`config.mk`:
```
export PLATFORM = sky130hd
export DESIGN_NAME = dsp_term_flat
export DESIGN_NICKNAME = d
export VERILOG_FILES = /design/src/rtl/dsp_term_if.sv /design/src/rtl/dsp_term.sv /design/src/flat_wrapper.sv
export SDC_FILE = /design/constraint.sdc
export NUM_CORES = 1
export LEC_CHECK = 0
export CAP_MARGIN = 20
export CORE_ASPECT_RATIO = 1.75
export CORE_MARGIN = 5
export CORE_UTILIZATION = 51
export CTS_CLUSTER_DIAMETER = 80
export DETAILED_ROUTE_END_ITERATION = 10
export PLACE_DENSITY_LB_ADDON = 0.1
export SETUP_SLACK_MARGIN = 0.05
export SYNTH_ARGS = -nofsm -noshare
export SYNTH_HDL_FRONTEND = slang
export SYNTH_SLANG_ARGS = --single-unit
export TNS_END_PERCENT = 30
```
`constraint.sdc`:
```
create_clock -name clk -period 2.7 [get_ports clk]
set_input_delay 0.81 -clock clk [delete_from_list [all_inputs] [get_ports clk]]
set_output_delay 0.81 -clock clk [all_outputs]
set_load 0.05 [all_outputs]
```
`src/rtl/dsp_term_if.sv`:
```
// Character-input stream and display-bus signals of the text terminal.
// The master side feeds characters and answers display accesses; the slave side is the terminal.
interface dsp_term_if;
  logic        in_valid;
  logic        in_ready;
  logic [7:0]  in_char;
  logic [11:0] dsp_addr;
  logic        dsp_en;
  logic        dsp_wr;
  logic        dsp_wt;
  logic [15:0] dsp_wdata;
  logic [15:0] dsp_rdata;

  modport master (
    output in_valid, in_char, dsp_wt, dsp_rdata,
    input  in_ready, dsp_addr, dsp_en, dsp_wr, dsp_wdata
  );

  modport slave (
    input  in_valid, in_char, dsp_wt, dsp_rdata,
    output in_ready, dsp_addr, dsp_en, dsp_wr, dsp_wdata
  );
endinterface

```
`src/rtl/dsp_term.sv`:
```
// Text terminal: turns a character stream into cell writes on a display bus,
// handling cursor motion, form-feed clear and hardware scroll by read/write copy.
module dsp_term #(
  parameter int unsigned ROWS = 30,
  parameter int unsigned COLS = 80,
  parameter logic [7:0]  ATTR = 8'h07
) (
  input  logic       clk,
  input  logic       reset,
  dsp_term_if.slave  bus,
  output logic [4:0] cur_row,
  output logic [6:0] cur_col,
  output logic       busy
);

  localparam logic [4:0] RowLast = 5'(ROWS - 1);
  localparam logic [6:0] ColLast = 7'(COLS - 1);
  localparam logic [7:0] Blank   = 8'h20;

  typedef enum logic [2:0] {StIdle, StWrite, StScrRd, StScrWr, StClr} state_e;

  state_e      state_q, state_d;
  logic [4:0]  cur_row_q, cur_row_d;
  logic [6:0]  cur_col_q, cur_col_d;
  logic [7:0]  char_q, char_d;
  logic [4:0]  ptr_row_q, ptr_row_d;
  logic [6:0]  ptr_col_q, ptr_col_d;
  logic [15:0] rdata_q, rdata_d;
  // Set when the blank fill is the tail of a scroll rather than a full clear.
  logic        scroll_q, scroll_d;
  logic        accept;
  logic        newline;

  assign accept       = bus.in_valid && (state_q == StIdle);
  assign bus.in_ready = (state_q == StIdle);
  assign busy         = (state_q != StIdle);
  assign cur_row      = cur_row_q;
  assign cur_col      = cur_col_q;

  always_comb begin
    state_d       = state_q;
    cur_row_d     = cur_row_q;
    cur_col_d     = cur_col_q;
    char_d        = char_q;
    ptr_row_d     = ptr_row_q;
    ptr_col_d     = ptr_col_q;
    rdata_d       = rdata_q;
    scroll_d      = scroll_q;
    newline       = 1'b0;
    bus.dsp_en    = 1'b0;
    bus.dsp_wr    = 1'b0;
    bus.dsp_addr  = {cur_row_q, cur_col_q};
    bus.dsp_wdata = '0;

    unique case (state_q)
      StIdle: begin
        if (accept) begin
          if (bus.in_char >= 8'h20 && bus.in_char <= 8'h7e) begin
            char_d  = bus.in_char;
            state_d = StWrite;
          end else begin
            case (bus.in_char)
              8'h0d: cur_col_d = '0;
              8'h0a: newline = 1'b1;
              8'h08: if (cur_col_q != '0) cur_col_d = cur_col_q - 7'd1;
              8'h0c: begin
                state_d   = StClr;
                ptr_row_d = '0;
                ptr_col_d = '0;
                scroll_d  = 1'b0;
              end
              default: ;
            endcase
          end
        end
      end

      StWrite: begin
        bus.dsp_en    = 1'b1;
        bus.dsp_wr    = 1'b1;
        bus.dsp_wdata = {ATTR, char_q};
        state_d       = StIdle;
        if (cur_col_q == ColLast) begin
          newline = 1'b1;
        end else begin
          cur_col_d = cur_col_q + 7'd1;
        end
      end

      // Address and strobes stay put until the display drops its wait.
      StScrRd: begin
        bus.dsp_en   = 1'b1;
        bus.dsp_addr = {ptr_row_q, ptr_col_q};
        if (!bus.dsp_wt) begin
          rdata_d = bus.dsp_rdata;
          state_d = StScrWr;
        end
      end

      StScrWr: begin
        bus.dsp_en    = 1'b1;
        bus.dsp_wr    = 1'b1;
        bus.dsp_addr  = {ptr_row_q - 5'd1, ptr_col_q};
        bus.dsp_wdata = rdata_q;
        state_d       = StScrRd;
        if (ptr_col_q == ColLast) begin
          ptr_col_d = '0;
          if (ptr_row_q == RowLast) begin
            state_d   = StClr;
            ptr_row_d = RowLast;
          end else begin
            ptr_row_d = ptr_row_q + 5'd1;
          end
        end else begin
          ptr_col_d = ptr_col_q + 7'd1;
        end
      end

      StClr: begin
        bus.dsp_en    = 1'b1;
        bus.dsp_wr    = 1'b1;
        bus.dsp_addr  = {ptr_row_q, ptr_col_q};
        bus.dsp_wdata = {ATTR, Blank};
        if (ptr_col_q == ColLast) begin
          ptr_col_d = '0;
          if (ptr_row_q == RowLast) begin
            state_d   = StIdle;
            cur_col_d = '0;
            cur_row_d = scroll_q ? RowLast : 5'd0;
            scroll_d  = 1'b0;
          end else begin
            ptr_row_d = ptr_row_q + 5'd1;
          end
        end else begin
          ptr_col_d = ptr_col_q + 7'd1;
        end
      end

      default: state_d = StIdle;
    endcase

    // Row advance from LF or column wrap; on the bottom row the cursor is frozen until
    // the scroll finishes.
    if (newline) begin
      if (cur_row_q == RowLast) begin
        scroll_d  = 1'b1;
        ptr_col_d = '0;
        if (ROWS > 1) begin
          state_d   = StScrRd;
          ptr_row_d = 5'd1;
        end else begin
          state_d   = StClr;
          ptr_row_d = RowLast;
        end
      end else begin
        state_d   = StIdle;
        cur_row_d = cur_row_q + 5'd1;
        cur_col_d = '0;
      end
    end
  end

  always_ff @(posedge clk) begin
    if (reset) begin
      state_q   <= StIdle;
      cur_row_q <= '0;
      cur_col_q <= '0;
      char_q    <= '0;
      ptr_row_q <= '0;
      ptr_col_q <= '0;
      rdata_q   <= '0;
      scroll_q  <= 1'b0;
    end else begin
      state_q   <= state_d;
      cur_row_q <= cur_row_d;
      cur_col_q <= cur_col_d;
      char_q    <= char_d;
      ptr_row_q <= ptr_row_d;
      ptr_col_q <= ptr_col_d;
      rdata_q   <= rdata_d;
      scroll_q  <= scroll_d;
    end
  end

endmodule

```
`src/flat_wrapper.sv`:
```
// flat-port wrapper written by rule: the top's interface ports become plain ports
module dsp_term_flat 
#(
  parameter int unsigned ROWS = 30,
  parameter int unsigned COLS = 80,
  parameter logic [7:0]  ATTR = 8'h07
)
  (clk, reset, cur_row, cur_col, busy, bus_in_valid, bus_in_char, bus_dsp_wt, bus_dsp_rdata, bus_in_ready, bus_dsp_addr, bus_dsp_en, bus_dsp_wr, bus_dsp_wdata);
  dsp_term_if bus_i ();
  input  logic clk;
  input  logic reset;
  output logic [4:0] cur_row;
  output logic [6:0] cur_col;
  output logic busy;
  input wire logic [$bits(bus_i.in_valid)-1:0] bus_in_valid;
  input wire logic [$bits(bus_i.in_char)-1:0] bus_in_char;
  input wire logic [$bits(bus_i.dsp_wt)-1:0] bus_dsp_wt;
  input wire logic [$bits(bus_i.dsp_rdata)-1:0] bus_dsp_rdata;
  output wire logic [$bits(bus_i.in_ready)-1:0] bus_in_ready;
  output wire logic [$bits(bus_i.dsp_addr)-1:0] bus_dsp_addr;
  output wire logic [$bits(bus_i.dsp_en)-1:0] bus_dsp_en;
  output wire logic [$bits(bus_i.dsp_wr)-1:0] bus_dsp_wr;
  output wire logic [$bits(bus_i.dsp_wdata)-1:0] bus_dsp_wdata;
  assign bus_i.in_valid = bus_in_valid;
  assign bus_i.in_char = bus_in_char;
  assign bus_i.dsp_wt = bus_dsp_wt;
  assign bus_i.dsp_rdata = bus_dsp_rdata;
  assign bus_in_ready = bus_i.in_ready;
  assign bus_dsp_addr = bus_i.dsp_addr;
  assign bus_dsp_en = bus_i.dsp_en;
  assign bus_dsp_wr = bus_i.dsp_wr;
  assign bus_dsp_wdata = bus_i.dsp_wdata;
  dsp_term #(.ROWS(ROWS), .COLS(COLS), .ATTR(ATTR)) u_core (.clk(clk), .reset(reset), .bus(bus_i), .cur_row(cur_row), .cur_col(cur_col), .busy(busy));
endmodule
```
* Yosys cells after proc, flatten, opt, wreduce, memory -nomap -nowiden
Cells that the tools add are included.
W data, S select, Z words.
** Storage, ports and cells
- Bits in registers :: 52
- Input bits :: 28
- Output and inout bits :: 44
- Word-level logic and storage cells :: 107
** Operators by class
- Add/sub/neg operators :: 6
- $lt $le $gt $ge :: 2
- Equality and inequality tests :: 17
- Muxes and demuxes :: 61
- Bitwise operators :: 1
- Reduce and logical (&&, ||, !) cells :: 12
** Operators with widths (number)
- $mux W7 :: 14
- $mux W5 :: 15
- $pmux W16 S3 :: 1
- $eq A8 B4 Y1 const B :: 4
- $pmux W7 S2 :: 2
- $mux W3 :: 9
- $pmux W12 S2 :: 1
- $pmux W7 S3 :: 1
- $pmux W5 S3 :: 1
- $add A7 B1 Y7 const B :: 2
- $eq A7 B7 Y1 const B :: 2
- $mux W1 :: 13
- $pmux W3 S4 :: 1
- $add A5 B1 Y5 const B :: 2
- $eq A5 B5 Y1 const B :: 2
- $ne A3 B1 Y1 const B :: 3
- $ge A8 B6 Y1 const B :: 1
- $le A8 B7 Y1 const B :: 1
- $reduce_bool A7 Y1 :: 1
- $sub A7 B1 Y7 const B :: 1
- $eq A3 B2 Y1 const B :: 2
- $reduce_and A5 Y1 :: 1
- $sub A5 B1 Y5 const B :: 1
- $ne A4 B1 Y1 const B :: 1
- other kinds (14) :: 17

* Longest topological paths before layout
- Depth in word-level cells :: 8
- Gate-level depth with buffers :: 10
- Gate-level depth less buffers :: 8

* Worst setup path before layout
OpenSTA, ideal clock, no wires.
- Kind :: register to output
- Start :: reg u_core.state_q[1]
- End :: out bus_dsp_wdata[5]
- Arrival time :: 2.078 ns
- Required time :: 1.890 ns
- Slack :: -0.188 ns
- Stages on the path, launching flop included :: 5
- Buffers on the path :: 2
- Path through :: dfxtp_1 clkbuf_1 clkbuf_1 mux2i_1 o21ai_0
** Between the ends
- Longest elaborated chain between the ends :: 2
- Elaborated cells between the ends (all ways) :: 4
- Classes of those cells :: 3 x eq/ne; 1 x mux
** RTL lines
- from (decl) :: line dsp_term.sv:22 : state_e state_q, state_d;
- from (signal assigned) :: line dsp_term.sv:165 : state_q <= StIdle;
- from (signal assigned) :: line dsp_term.sv:174 : state_q <= state_d;
- $eq A3 B3 Y1, or another cell as far along :: line dsp_term.sv:55 : unique case (state_q)
- $pmux W16 S3 (*) :: line dsp_term.sv:55
- to (decl) :: line flat_wrapper.sv:23 : output wire logic [$bits(bus_i.dsp_wdata)-1:0] bus_dsp_wdata;
Every way passes the cells marked *; elsewhere a longest branch is shown, timed or not.

* Worst setup path in the final report
- Start :: reg u_core.ptr_row_q[1]
- End :: out bus_dsp_addr[9]
** Between the ends
- Longest elaborated chain between the ends :: 2
** RTL lines
- from (decl) :: line dsp_term.sv:26 : logic [4:0] ptr_row_q, ptr_row_d;
- from (signal assigned) :: line dsp_term.sv:178 : ptr_row_q <= ptr_row_d;
- $sub A5 B1 Y5 :: line dsp_term.sv:103 : bus.dsp_addr = {ptr_row_q - 5'd1, ptr_col_q};
- $pmux W12 S2 :: line dsp_term.sv:55
- to (decl) :: line flat_wrapper.sv:20 : output wire logic [$bits(bus_i.dsp_addr)-1:0] bus_dsp_addr;
No other way between the ends.

==> out/qor.csv <==
metric,value,unit
power.density,503.8,mW/mm^2
hold_class,reg2reg,
die_w,71.16,microns
worstPathRequired,1.89,ns
place_inst,602,
initial_core_util,51.83,%
seqCellArea,0.001049,sq mm
fill_cells,501,
grt_max_degree,32,
avgViaCountPerCell,6.023,
portBuffers,71,
clk_pin_slew_worst_paths,0.07,ns
layout-drive-gt1-share,20.98,%
dp_hpwl,7554,microns
status,"complete, no violations",
worstSetupPathType,reg2out,
setup_viol_count_final,0,
synth_nets,477,
track_usage,24.49,%
async_flop_share,0,%
ctsHoldBuffers,0,
skew,0.007125,ns
yosysSeqAreaShare,31.18,%
area_delta_synth_final,45.31,%
cts.sinks,52,
fin_area,0.004851,sq mm
clk_latency,0.30,ns
overflow,0,
clk_path_buf_depth,2,
path_max_fanout,5,
antenna_found_initial,0,
leakage,1.953,nW
maxCapViolations,0,
min_period_over_period,95.43,%
avgSynthCellArea,7.604,sq um
ant_nets,0,
syn_area,0.003338,sq mm
htree_levels,2,
die-area,0.008327,sq mm
num_antenna_cells,0,
cts_root_buffer,clkbuf_16,
drtPass1Iterations,5,
worst_setup_path_start_kind,flop,
drc,0,
multiInputGateArea,0.002127,sq mm
hold_viol_final,0,
routabilityCongestion,0.9004,
vias,3680,
detail_route.iter0.violations,264,
cp-end-kind,output pin,
ys_warn_count,0,
first_global_vias,3537,
synth_edf_count,0,
ioPinCount,72,
row_count,39,
wl_per_cell,16.59,microns
netlist_instances,439,
placedInstanceArea,0.004636,sq mm
drv_slew,0,
die_y,117.0,microns
slew_headroom,62.95,%
utilization,75.31,%
synth-seq-cells,52,
grt_pass1_wl,16530,microns
totalWireLength,10140,microns
yosys.cell_types.count,67,
yosys_most_used_dff,dfxtp_1,
min_period,2.577,ns
cts_tree,yes,
irDropWorstVdd,0.5295,mV
fin_cells,611,
cts_buffers,5,
worstPathArrival,1.77,ns
tns,0,ns
core,0.006441,sq mm
grt_setup_unrepaired,true,
tightestPinTransition,0.5536,ns
fin_nets,566,
fmax,388.1,MHz
## layer usage
layer  routed length (microns)  global-route usage, %
met1                      3830                  27.09
met2                      5523                  45.82
met3                       475                  4.103
met4                       306                  9.661
met5                         0                      0
## flip-flops by register name (all words and copies together) (netlist names)
register          cells
u_core.rdata_q       16
u_core.char_q         8
u_core.cur_col        7
u_core.ptr_col_q      7
u_core.cur_row        5
u_core.ptr_row_q      5
u_core.state_q        3
u_core.scroll_q       1
## synth_stat cells, drive strengths merged, types with 8 or more instances
cell | number | share of area, %
a21oi | 51 | 7.9
a31oi | 8 | 1.5
and3 | 11 | 2.1
buf | 11 | 1.9
clkbuf | 16 | 1.8
dfxtp | 52 | 31
ha | 10 | 3.7
inv | 14 | 1.6
mux2i | 9 | 2.7
nand2 | 51 | 5.8
nand3 | 18 | 2.7
nor2 | 47 | 5.5
nor3 | 14 | 2.4
o21ai | 26 | 3.9
## cell type report
cell class / count / share of cell area (%)
Sequential cell: 52 / 21.61
Tap cell: 82 / 2.115
Timing Repair Buffer: 109 / 27.47
Clock inverter: 1 / 0.6190
Clock buffer: 7 / 3.147
Inverter: 15 / 1.186
Multi-Input combinational cell: 345 / 43.85
## logic make-up (layout without fill, tap and decap cells)
| group | Yosys count | in the layout | synth area share, % |
|---|---|---|---|
| xor+xnor | 3 | 3 | 0.7873 |
| flops | 52 | 52 | 31.18 |
| simple gates | 177 | 177 | 26.69 |
| mux | 16 | 16 | 5.060 |
| buf+inv | 42 | 132 | 5.472 |
| compound gates | 139 | 139 | 27.06 |
| fa+ha+maj | 10 | 10 | 3.748 |
## cell usage in the layout (no fill, tap or decap), types with 8 or more instances in the layout
| cell type | n |
|---|---|
| a21oi_1 | 49 |
| a31oi_1 | 8 |
| and3_1 | 11 |
| buf_12 | 33 |
| buf_4 | 36 |
| clkdlybuf4s50_1 | 39 |
| dfxtp_1 | 48 |
| ha_1 | 10 |
| inv_1 | 12 |
| mux2i_1 | 9 |
| nand2_1 | 50 |
| nand3_1 | 18 |
| nor2_1 | 43 |
| nor3_1 | 13 |
| o21ai_0 | 25 |
## stage by stage
step	hold slack [ns]	worst slack [ns]	power (mW)
finish	0.4535	0.1233	2.444
global route	0.4746	0.03551	2.528
CTS	0.4567	0.04046	2.446
detailed placement	0.4476	-0.1157	1.667
global placement	0.4382	-0.06823	1.660
floorplan	0.4321	-0.08796	1.268
## worst paths after layout
path | slack (ns) | start | endpoint | cells past startpoint
worst min register to register | 0.45 | u_core.rdata_q[11] | u_core.rdata_q[11] | 2
worst max register to register | 0.35 | u_core.ptr_row_q[1] | u_core.state_q[2] | 8
worst max-delay path | 0.12 | u_core.ptr_row_q[1] | bus_dsp_addr[9] | 6
worst min-delay path | 0.45 | u_core.rdata_q[11] | u_core.rdata_q[11] | 2
## critical path: stages (launching register included)
cell	delay, ns
dfxtp_1	0.42
inv_1	0.12
ha_1	0.23
a31oi_1	0.17
o22ai_1	0.09
a21oi_1	0.26
buf_12	0.18
## report_power, final
part           switching [mW]  internal [mW]  leakage (nW)
Sequential             0.0276          0.786         0.422
Clock                   0.287          0.488        0.0901
Combinational           0.479          0.376          1.44
Total                   0.793           1.65          1.95
## timing repair
item                                   4_1_cts  5_1_grt
cloned                                       0        0
setup endpoints to repair                   18       20
buffers inserted                             1        0
pin swaps                                    1        0
gates resized for setup                      5        6
endpoints found under the hold margin        0        0
Power figures use the tool's default switching activity.
